--- src/rtl/l2_wrr_arbiter_pkg.sv ---
// Shared request types and the {port, sub_id} transaction-ID layout for the
// L2 weighted round-robin arbiter and its port-search helper.
package l2_config_and_types;

  localparam int unsigned L2_ADDR_W    = 30;
  localparam int unsigned L2_BURST_W   = 5;
  localparam int unsigned L2_DATA_W    = 32;
  localparam int unsigned L2_NUM_PORTS = 4;
  localparam int unsigned L2_SUB_ID_W  = 2;

  function automatic int unsigned l2_port_w(input int unsigned n);
    return (n < 2) ? 1 : $clog2(n);
  endfunction

  localparam int unsigned PORT_W = l2_port_w(L2_NUM_PORTS);
  localparam int unsigned ID_W   = PORT_W + L2_SUB_ID_W;

  typedef struct packed {
    logic [L2_ADDR_W-1:0]   addr;
    logic                   rnw;
    logic [L2_BURST_W-1:0]  burst;
    logic [L2_SUB_ID_W-1:0] sub_id;
  } l2_wrr_request_t;

  // sub_id travels inside id as its low field
  typedef struct packed {
    logic [L2_ADDR_W-1:0]  addr;
    logic                  rnw;
    logic [L2_BURST_W-1:0] burst;
    logic [ID_W-1:0]       id;
  } l2_wrr_mem_request_t;

endpackage

--- src/rtl/l2_wrr_arbiter_select.sv ---
// Circular first-eligible search starting strictly after i_ptr; the pointer
// port itself is considered last.
module l2_wrr_select
  import l2_config_and_types::*;
#(
  parameter int unsigned NUM_PORTS = L2_NUM_PORTS
) (
  input  logic [NUM_PORTS-1:0] i_eligible,
  input  logic [PORT_W-1:0]    i_ptr,
  output logic [PORT_W-1:0]    o_grant,
  output logic                 o_any
);

  always_comb begin
    logic        found;
    int unsigned idx;
    found   = 1'b0;
    idx     = 0;
    o_grant = i_ptr;
    o_any   = |i_eligible;
    for (int unsigned k = 1; k <= NUM_PORTS; k++) begin
      idx = (32'(i_ptr) + k) % NUM_PORTS;
      if (!found && i_eligible[idx[PORT_W-1:0]]) begin
        o_grant = idx[PORT_W-1:0];
        found   = 1'b1;
      end
    end
  end

endmodule

--- src/rtl/l2_wrr_arbiter.sv ---
// Weighted round-robin L2 request arbiter with per-port read credits and
// return demux by ID. Optional perf counters: L2_ARB_PERF_COUNTERS_EN.
module l2_wrr_arbiter
  import l2_config_and_types::*;
#(
  parameter int unsigned NUM_PORTS       = L2_NUM_PORTS,
  parameter int unsigned SUB_ID_W        = L2_SUB_ID_W,
  parameter int unsigned WEIGHT_W        = 3,
  parameter int unsigned MAX_OUTSTANDING = 4
) (
  input  logic                            clk,
  input  logic                            rst,
  input  logic [NUM_PORTS-1:0]            i_req_valid,
  output logic [NUM_PORTS-1:0]            o_req_ready,
  input  logic [NUM_PORTS*L2_ADDR_W-1:0]  i_req_addr,
  input  logic [NUM_PORTS-1:0]            i_req_rnw,
  input  logic [NUM_PORTS*L2_BURST_W-1:0] i_req_burst,
  input  logic [NUM_PORTS*SUB_ID_W-1:0]   i_req_sub_id,
  input  logic [NUM_PORTS*WEIGHT_W-1:0]   i_port_weight,
  output logic                            o_mem_valid,
  input  logic                            i_mem_ready,
  output logic [L2_ADDR_W-1:0]            o_mem_addr,
  output logic                            o_mem_rnw,
  output logic [L2_BURST_W-1:0]           o_mem_burst,
  output logic [ID_W-1:0]                 o_mem_id,
  input  logic                            i_rd_valid,
  input  logic [ID_W-1:0]                 i_rd_id,
  input  logic                            i_rd_last,
  input  logic [L2_DATA_W-1:0]            i_rd_data,
  output logic [NUM_PORTS-1:0]            o_ret_valid,
  output logic [SUB_ID_W-1:0]             o_ret_sub_id,
  output logic [L2_DATA_W-1:0]            o_ret_data
`ifdef L2_ARB_PERF_COUNTERS_EN
  ,
  output logic [NUM_PORTS*32-1:0]         o_perf_grants,
  output logic [NUM_PORTS*32-1:0]         o_perf_credit_stalls
`endif
);

  localparam int unsigned       CRED_W   = $clog2(MAX_OUTSTANDING + 1);
  localparam logic [CRED_W-1:0] CRED_MAX = CRED_W'(MAX_OUTSTANDING);

  // The ID layout lives in the package, so the port/sub-ID split must agree with it
  if (l2_port_w(NUM_PORTS) != PORT_W || SUB_ID_W != L2_SUB_ID_W) begin : g_bad_cfg
    $error("l2_wrr_arbiter: NUM_PORTS/SUB_ID_W disagree with l2_config_and_types ID layout");
  end

  l2_wrr_request_t     w_req [NUM_PORTS];
  logic [WEIGHT_W-1:0] w_weff [NUM_PORTS];
  logic [NUM_PORTS-1:0] w_elig, w_inc, w_dec;
  logic [WEIGHT_W-1:0] w_cur_w;
  logic                w_keep, w_any, w_load, w_accept;
  logic [PORT_W-1:0]   w_sel_grant, w_grant, w_rd_port;
  l2_wrr_mem_request_t w_next;

  logic [PORT_W-1:0]   r_ptr;
  logic [WEIGHT_W-1:0] r_turn, r_cur_w;
  logic [CRED_W-1:0]   r_cred [NUM_PORTS];
  logic                r_mem_valid;
  l2_wrr_mem_request_t r_mem;

  always_comb begin
    for (int unsigned i = 0; i < NUM_PORTS; i++) begin
      w_req[i].addr   = i_req_addr[i*L2_ADDR_W +: L2_ADDR_W];
      w_req[i].rnw    = i_req_rnw[i];
      w_req[i].burst  = i_req_burst[i*L2_BURST_W +: L2_BURST_W];
      w_req[i].sub_id = i_req_sub_id[i*SUB_ID_W +: SUB_ID_W];
      w_weff[i] = (i_port_weight[i*WEIGHT_W +: WEIGHT_W] == '0) ?
                  WEIGHT_W'(1) : i_port_weight[i*WEIGHT_W +: WEIGHT_W];
      w_elig[i] = i_req_valid[i] & (~i_req_rnw[i] | (r_cred[i] < CRED_MAX));
    end
  end

  l2_wrr_select #(.NUM_PORTS(NUM_PORTS)) u_select (
    .i_eligible (w_elig),
    .i_ptr      (r_ptr),
    .o_grant    (w_sel_grant),
    .o_any      (w_any)
  );

  assign w_rd_port = i_rd_id[ID_W-1:SUB_ID_W];

  // Weight is latched when a turn starts; turn==0 only occurs straight out of reset
  always_comb begin
    w_cur_w  = (r_turn == '0) ? w_weff[r_ptr] : r_cur_w;
    w_keep   = w_elig[r_ptr] & (r_turn < w_cur_w);
    w_grant  = w_keep ? r_ptr : w_sel_grant;
    w_load   = ~r_mem_valid | i_mem_ready;
    w_accept = w_load & w_any & ~rst;
    o_req_ready          = '0;
    o_req_ready[w_grant] = w_accept;
    w_next.addr  = w_req[w_grant].addr;
    w_next.rnw   = w_req[w_grant].rnw;
    w_next.burst = w_req[w_grant].burst;
    w_next.id    = {w_grant, w_req[w_grant].sub_id};
    for (int unsigned i = 0; i < NUM_PORTS; i++) begin
      w_inc[i]       = w_accept & (w_grant == PORT_W'(i)) & i_req_rnw[i];
      w_dec[i]       = i_rd_valid & i_rd_last & (w_rd_port == PORT_W'(i));
      o_ret_valid[i] = i_rd_valid & (w_rd_port == PORT_W'(i)) & ~rst;
    end
  end

  always_ff @(posedge clk or posedge rst) begin
    if (rst) begin
      r_ptr       <= '0;
      r_turn      <= '0;
      r_cur_w     <= '0;
      r_mem_valid <= 1'b0;
      r_mem       <= '0;
      for (int unsigned i = 0; i < NUM_PORTS; i++) r_cred[i] <= '0;
    end else begin
      if (w_accept) begin
        r_mem_valid <= 1'b1;
        r_mem       <= w_next;
        if (w_keep) begin
          r_turn  <= r_turn + 1'b1;
          r_cur_w <= w_cur_w;
        end else begin
          r_ptr   <= w_grant;
          r_turn  <= WEIGHT_W'(1);
          r_cur_w <= w_weff[w_grant];
        end
      end else if (i_mem_ready) begin
        r_mem_valid <= 1'b0;
      end
      for (int unsigned i = 0; i < NUM_PORTS; i++) begin
        if (w_inc[i] & ~w_dec[i])
          r_cred[i] <= r_cred[i] + 1'b1;
        else if (w_dec[i] & ~w_inc[i] & (r_cred[i] != '0))
          r_cred[i] <= r_cred[i] - 1'b1;
      end
    end
  end

  assign o_mem_valid  = r_mem_valid;
  assign o_mem_addr   = r_mem.addr;
  assign o_mem_rnw    = r_mem.rnw;
  assign o_mem_burst  = r_mem.burst;
  assign o_mem_id     = r_mem.id;
  assign o_ret_sub_id = i_rd_id[SUB_ID_W-1:0];
  assign o_ret_data   = i_rd_data;

  for (genvar gi = 0; gi < NUM_PORTS; gi++) begin : g_cred_chk
    a_cred_underflow: assert property (@(posedge clk) disable iff (rst)
      !(w_dec[gi] && !w_inc[gi] && r_cred[gi] == '0));
  end

  a_rd_port_range: assert property (@(posedge clk) disable iff (rst)
    !(i_rd_valid && (int'(w_rd_port) >= int'(NUM_PORTS))));

`ifdef L2_ARB_PERF_COUNTERS_EN
  logic [31:0] r_perf_grants [NUM_PORTS];
  logic [31:0] r_perf_stalls [NUM_PORTS];

  always_ff @(posedge clk or posedge rst) begin
    if (rst) begin
      for (int unsigned i = 0; i < NUM_PORTS; i++) begin
        r_perf_grants[i] <= '0;
        r_perf_stalls[i] <= '0;
      end
    end else begin
      for (int unsigned i = 0; i < NUM_PORTS; i++) begin
        if (o_req_ready[i])
          r_perf_grants[i] <= r_perf_grants[i] + 32'd1;
        if (i_req_valid[i] & i_req_rnw[i] & (r_cred[i] == CRED_MAX))
          r_perf_stalls[i] <= r_perf_stalls[i] + 32'd1;
      end
    end
  end

  always_comb begin
    for (int unsigned i = 0; i < NUM_PORTS; i++) begin
      o_perf_grants[i*32 +: 32]        = r_perf_grants[i];
      o_perf_credit_stalls[i*32 +: 32] = r_perf_stalls[i];
    end
  end
`endif

endmodule

--- config.mk ---
export PLATFORM = sky130hd
export DESIGN_NAME = l2_wrr_arbiter
export DESIGN_NICKNAME = d
export VERILOG_FILES = /design/src/rtl/l2_wrr_arbiter_pkg.sv /design/src/rtl/l2_wrr_arbiter_select.sv /design/src/rtl/l2_wrr_arbiter.sv
export SDC_FILE = /design/constraint.sdc
export NUM_CORES = 1
export LEC_CHECK = 0
export ABC_AREA = 1
export CORE_UTILIZATION = 37
export DETAILED_ROUTE_END_ITERATION = 8
export PLACE_DENSITY = 0.82
export SYNTH_ARGS = -nofsm -noshare
export SYNTH_HDL_FRONTEND = slang
export SYNTH_SLANG_ARGS = --single-unit
--- constraint.sdc ---
create_clock -name clk -period 3.4 [get_ports clk]
set_input_delay 0.68 -clock clk [delete_from_list [all_inputs] [get_ports clk]]
set_output_delay 0.68 -clock clk [all_outputs]
set_load 0.005 [all_outputs]
==> impl_summary.txt <==
----------------------------------------------------
[Logic synthesis]
  Number of instances in the synthesized netlist ... 695
  Proportion of netlist area held by the largest area contributor ... 34.0%
  Syn nets ... 912
  Average cell area after synthesis ... 6.46 um^2
  Largest cells by area after synthesis ... dfrtp_1 (34%), nand2_1 (31%), buf_4 (6.5%)
  Part of the Yosys area used for sequential elements ... 34.0%
  Synthesized flop and latch total ... 61
  Cell accounting for the most synthesized area ... dfrtp_1
  Number of distinct library cells after synthesis ... 33
  Area of the mapped netlist ... 0.00449 mm^2
  Ys Warns ... 0

[Timing]
  Max_slew headroom ... 45.8%
  Clock Skews ... 0.00817 ns
  Final worst path period need ... 3.32 ns
  Setup TNS ... 0 ns
  Hold violation total from the final report ... 0
  Final clock period utilization by the worst path ... 97.6%
  Setup-violating endpoint count in the final report ... 0
  Slack of the critical path ... 0.0832 ns
  Number of pins with negative max-slew slack in the final report ... 0
  Highest Clock Rate ... 301 MHz
  Tightest Pin Transition ... 0.813 ns

[Floorplan]
  Num rows ... 39
  Die H ... 112 um
  Die width ... 112 um
  Starting Density ... 38.7%
  Num ports ... 292
  Core Footprint ... 0.0116 mm^2
  Die Area ... 0.0126 mm^2

[Flow run]
  Count of max-cap constraint violations ... 0

[Setup path]
  Reg-to-Reg End ... r_cred[2]$_DFFE_PP0P_
  Highest net fanout along the worst path ... 4
  Crit path capture type ... primary output
  Path depth of the worst reg2reg path ... 22
  Critical register-to-register path startpoint ... r_ptr[1]$_DFFE_PP0P_
  Setup slack on the worst flop-to-flop path ... 0.19 ns
  Crit path arrival time ... 2.64 ns
  Startpoint class of the critical path ... register
  Required time of the worst setup path ... 2.72 ns
  Category of the most critical setup path ... register to primary output

[Status]
  Outcome ... finished, violations left
  Failing checks ... design-rule violations

[Power and ir drop]
  Cell-internal power ... 0.00510 W
  Power share of the combinational group ... 78.1%
  Power density over the cells ... 1360 mW/mm^2
  Fraction of power consumed by the clock network ... 8.5%
  Switching Fraction ... 49.6%
  Share of power burned in registers ... 13.4%
  Cell leakage power ... 3.58 nW
  Worst IR Drop VDD ... 610 uV
  Switching Power ... 0.00503 W

[Routing]
  Via count ... 5,441
  Post-route antenna net violation count ... 0
  Number of violations reported at the end of detailed-routing iteration 0 ... 254
  DR DRC count ... 8
  Pre-antenna DRT Iters ... 7
  Via count normalized by instance count ... 5.06
  Post-detailed-routing wire length ... 15,900 um
  Wire length per cell after detailed routing ... 14.8 um

[Global route]
  GR Overflow Total ... 0
  Vias in the first global route ... 5,353
  First-pass GRT wire length ... 25,000 um
  Number of antenna violations at the first check in global routing ... 0
  Global-route usage over all layers ... 25.1%
  Largest net degree at the start of global routing ... 62

[Clock network]
  Clock edge transition at the registers on the reported setup and hold paths ... 0.05 ns
  Num CTS Buffers ... 9
  TritonCTS sink count ... 61
  Bufs on Longest Clock Path ... 2
  Root buf cell ... clkbuf_16
  H-tree level count ... 3
  CTS tree ... done
  Insertion delay of the later-clocked pin in the worst-skew pair ... 0.32 ns

[Layout]
  Number of non-filler instances in the completed layout ... 1,075
  Syn-to-layout area delta ... 66.5%
  Fraction of layout instances using a drive strength above 1 ... 13.8%
  Final #Nets ... 1,144
  Final core utilization ... 64.4%
  Finished layout cell area ... 0.00748 mm^2
  N_diodes ... 0

[Worst hold path]
  Worst Hold Path EP ... o_mem_addr[25]$_DFFE_PP0P_
  Hold path start ... o_mem_addr[25]$_DFFE_PP0P_
  Min-Delay Path Depth ... 2
  Type of the worst min-delay path ... register to register

[Place]
  Placed instance count ... 1,046
  Setup WS pre-CTS ... -0.649 ns
  RD Place Congestion ... 0.877
  Post-detailed-placement cell area ... 0.00694 mm^2
  Port Buffer Count ... 223
  Detailed-placement wirelength estimate ... 11,800 um

----------------------------------------------------
-- critical path, cell delays in order (launching register included) --
cell and delay (ns):
dfrtp_1 0.41, inv_2 0.08, nand2_4 0.09, inv_2 0.05, a22oi_2 0.18, o221ai_2 0.13, a21oi_2 0.18, ha_2 0.30
nand2_2 0.08, inv_2 0.05, nand2_2 0.11, nand2_4 0.09, nand2_4 0.09, nand2_4 0.07, buf_6 0.13, nor3_4 0.15
buf_2 0.13
-- flip-flops by register name, summed over array words and instances, names as in the netlist --
register and count:
o_mem_valid 1, o_mem_rnw 1, r_cred 12, o_mem_id 4
r_ptr 2, o_mem_addr 30, r_turn 3, o_mem_burst 5
r_cur_w 3
-- routing by layer --
metal	global-route usage, %	vias up	wire length (um)
li1	-	2636	-
met1	27.5	2528	5960
met2	46.8	245	8500
met3	4.86	32	1020
met4	11.1	0	431
met5	0	-	0
-- stage by stage --
step | hold WS (ns) | total power (W)
6_report | 0.475 | 0.0101
5_1_grt | 0.498 | 0.0111
4_1_cts | 0.480 | 0.00981
3_5_place_dp | 0.464 | 0.00857
3_3_place_gp | 0.461 | 0.00845
2_1_floorplan | 0.472 | 0.00559
-- cells by family (layout without fill, tap and decap cells) --
| group | Yosys count | count (layout) | share of synthesized area (%) |
|---|---|---|---|
| and+or+nand+nor | 488 | 488 | 45.9 |
| adders and majority gates | 8 | 8 | 2.90 |
| DFF | 61 | 61 | 34.0 |
| xor gates and xnor gates | 5 | 5 | 0.975 |
| buffers and inverters | 110 | 347 | 13.0 |
| AOI/OAI and AO/OA | 23 | 23 | 3.26 |
-- cell type report --
cell class / instances / area (um^2)
repair buffers: 282 / 2750
clock buffers: 11 / 253
clock inverters: 5 / 35.0
inverters: 49 / 186
well taps: 143 / 179
flip-flops and latches: 61 / 1530
fillers: 986 / 4140
multi-input cells: 524 / 2550
-- power by group through the flow --
stage	logic [W]	clock network (W)	registers (W)
3_3_place_gp	0.00712	0	0.00133
3_5_place_dp	0.00723	0	0.00134
4_1_cts	0.00759	0.000882	0.00134
2_1_floorplan	0.00427	0	0.00133
5_1_grt	0.00877	0.000920	0.00140
6_report	0.00791	0.000866	0.00136
-- layout by cell type, fill, tap and decap left out, drive strengths merged --
cell / n
a211oi: 1
a21oi: 5
a221oi: 1
a22oi: 1
buf: 62
clkbuf: 11
clkdlybuf4s50: 211
clkinv: 2
clkinvlp: 4
dfrtp: 61
dlygate4sd2: 6
dlymetal6s2s: 3
fa: 4
ha: 4
inv: 48
nand2: 372
nand3: 37
nand3b: 4
nand4: 44
nor2: 23
nor3: 8
o21a: 1
o21ai: 8
o21bai: 1
o221ai: 2
o22ai: 2
o31ai: 1
xor2: 5
-- repair_timing --
item / in CTS / in global routing
endpoints found under the setup margin: 7 / 11
resized for setup: 35 / 31
setup buffers: 7 / 6
hold buffers: 0 / 0
pin swaps: 15 / 17
-- worst max-delay path by stage --
stage | start | endpoint | slack (ns) | cells after the start
floorplan | rst | o_ret_valid[0] | 0.24 | 3
global placement | i_port_weight[11] | o_req_ready[1] | -0.52 | 11
detailed placement | i_port_weight[11] | o_req_ready[1] | -0.65 | 11
CTS | i_port_weight[10] | o_req_ready[1] | 0.002 | 12
global route | r_ptr[0]$_DFFE_PP0P_ | o_req_ready[0] | -0.05 | 13
finish | r_ptr[1]$_DFFE_PP0P_ | o_req_ready[1] | 0.08 | 16
-- Yosys cell counts (all sizes together) --
cell type / instances
nand2: 372
dfrtp: 61
buf: 52
inv: 48
nand4: 44
nand3: 37
nor2: 23
clkbuf: 9
nor3: 8
o21ai: 8
a21oi: 5
xor2: 5
fa: 4
ha: 4
nand3b: 4
o221ai: 2
o22ai: 2
a211oi: 1
a221oi: 1
a22oi: 1
clkinv: 1
o21a: 1
o21bai: 1
o31ai: 1
Note: power is estimated with default switching activity, not from simulation.
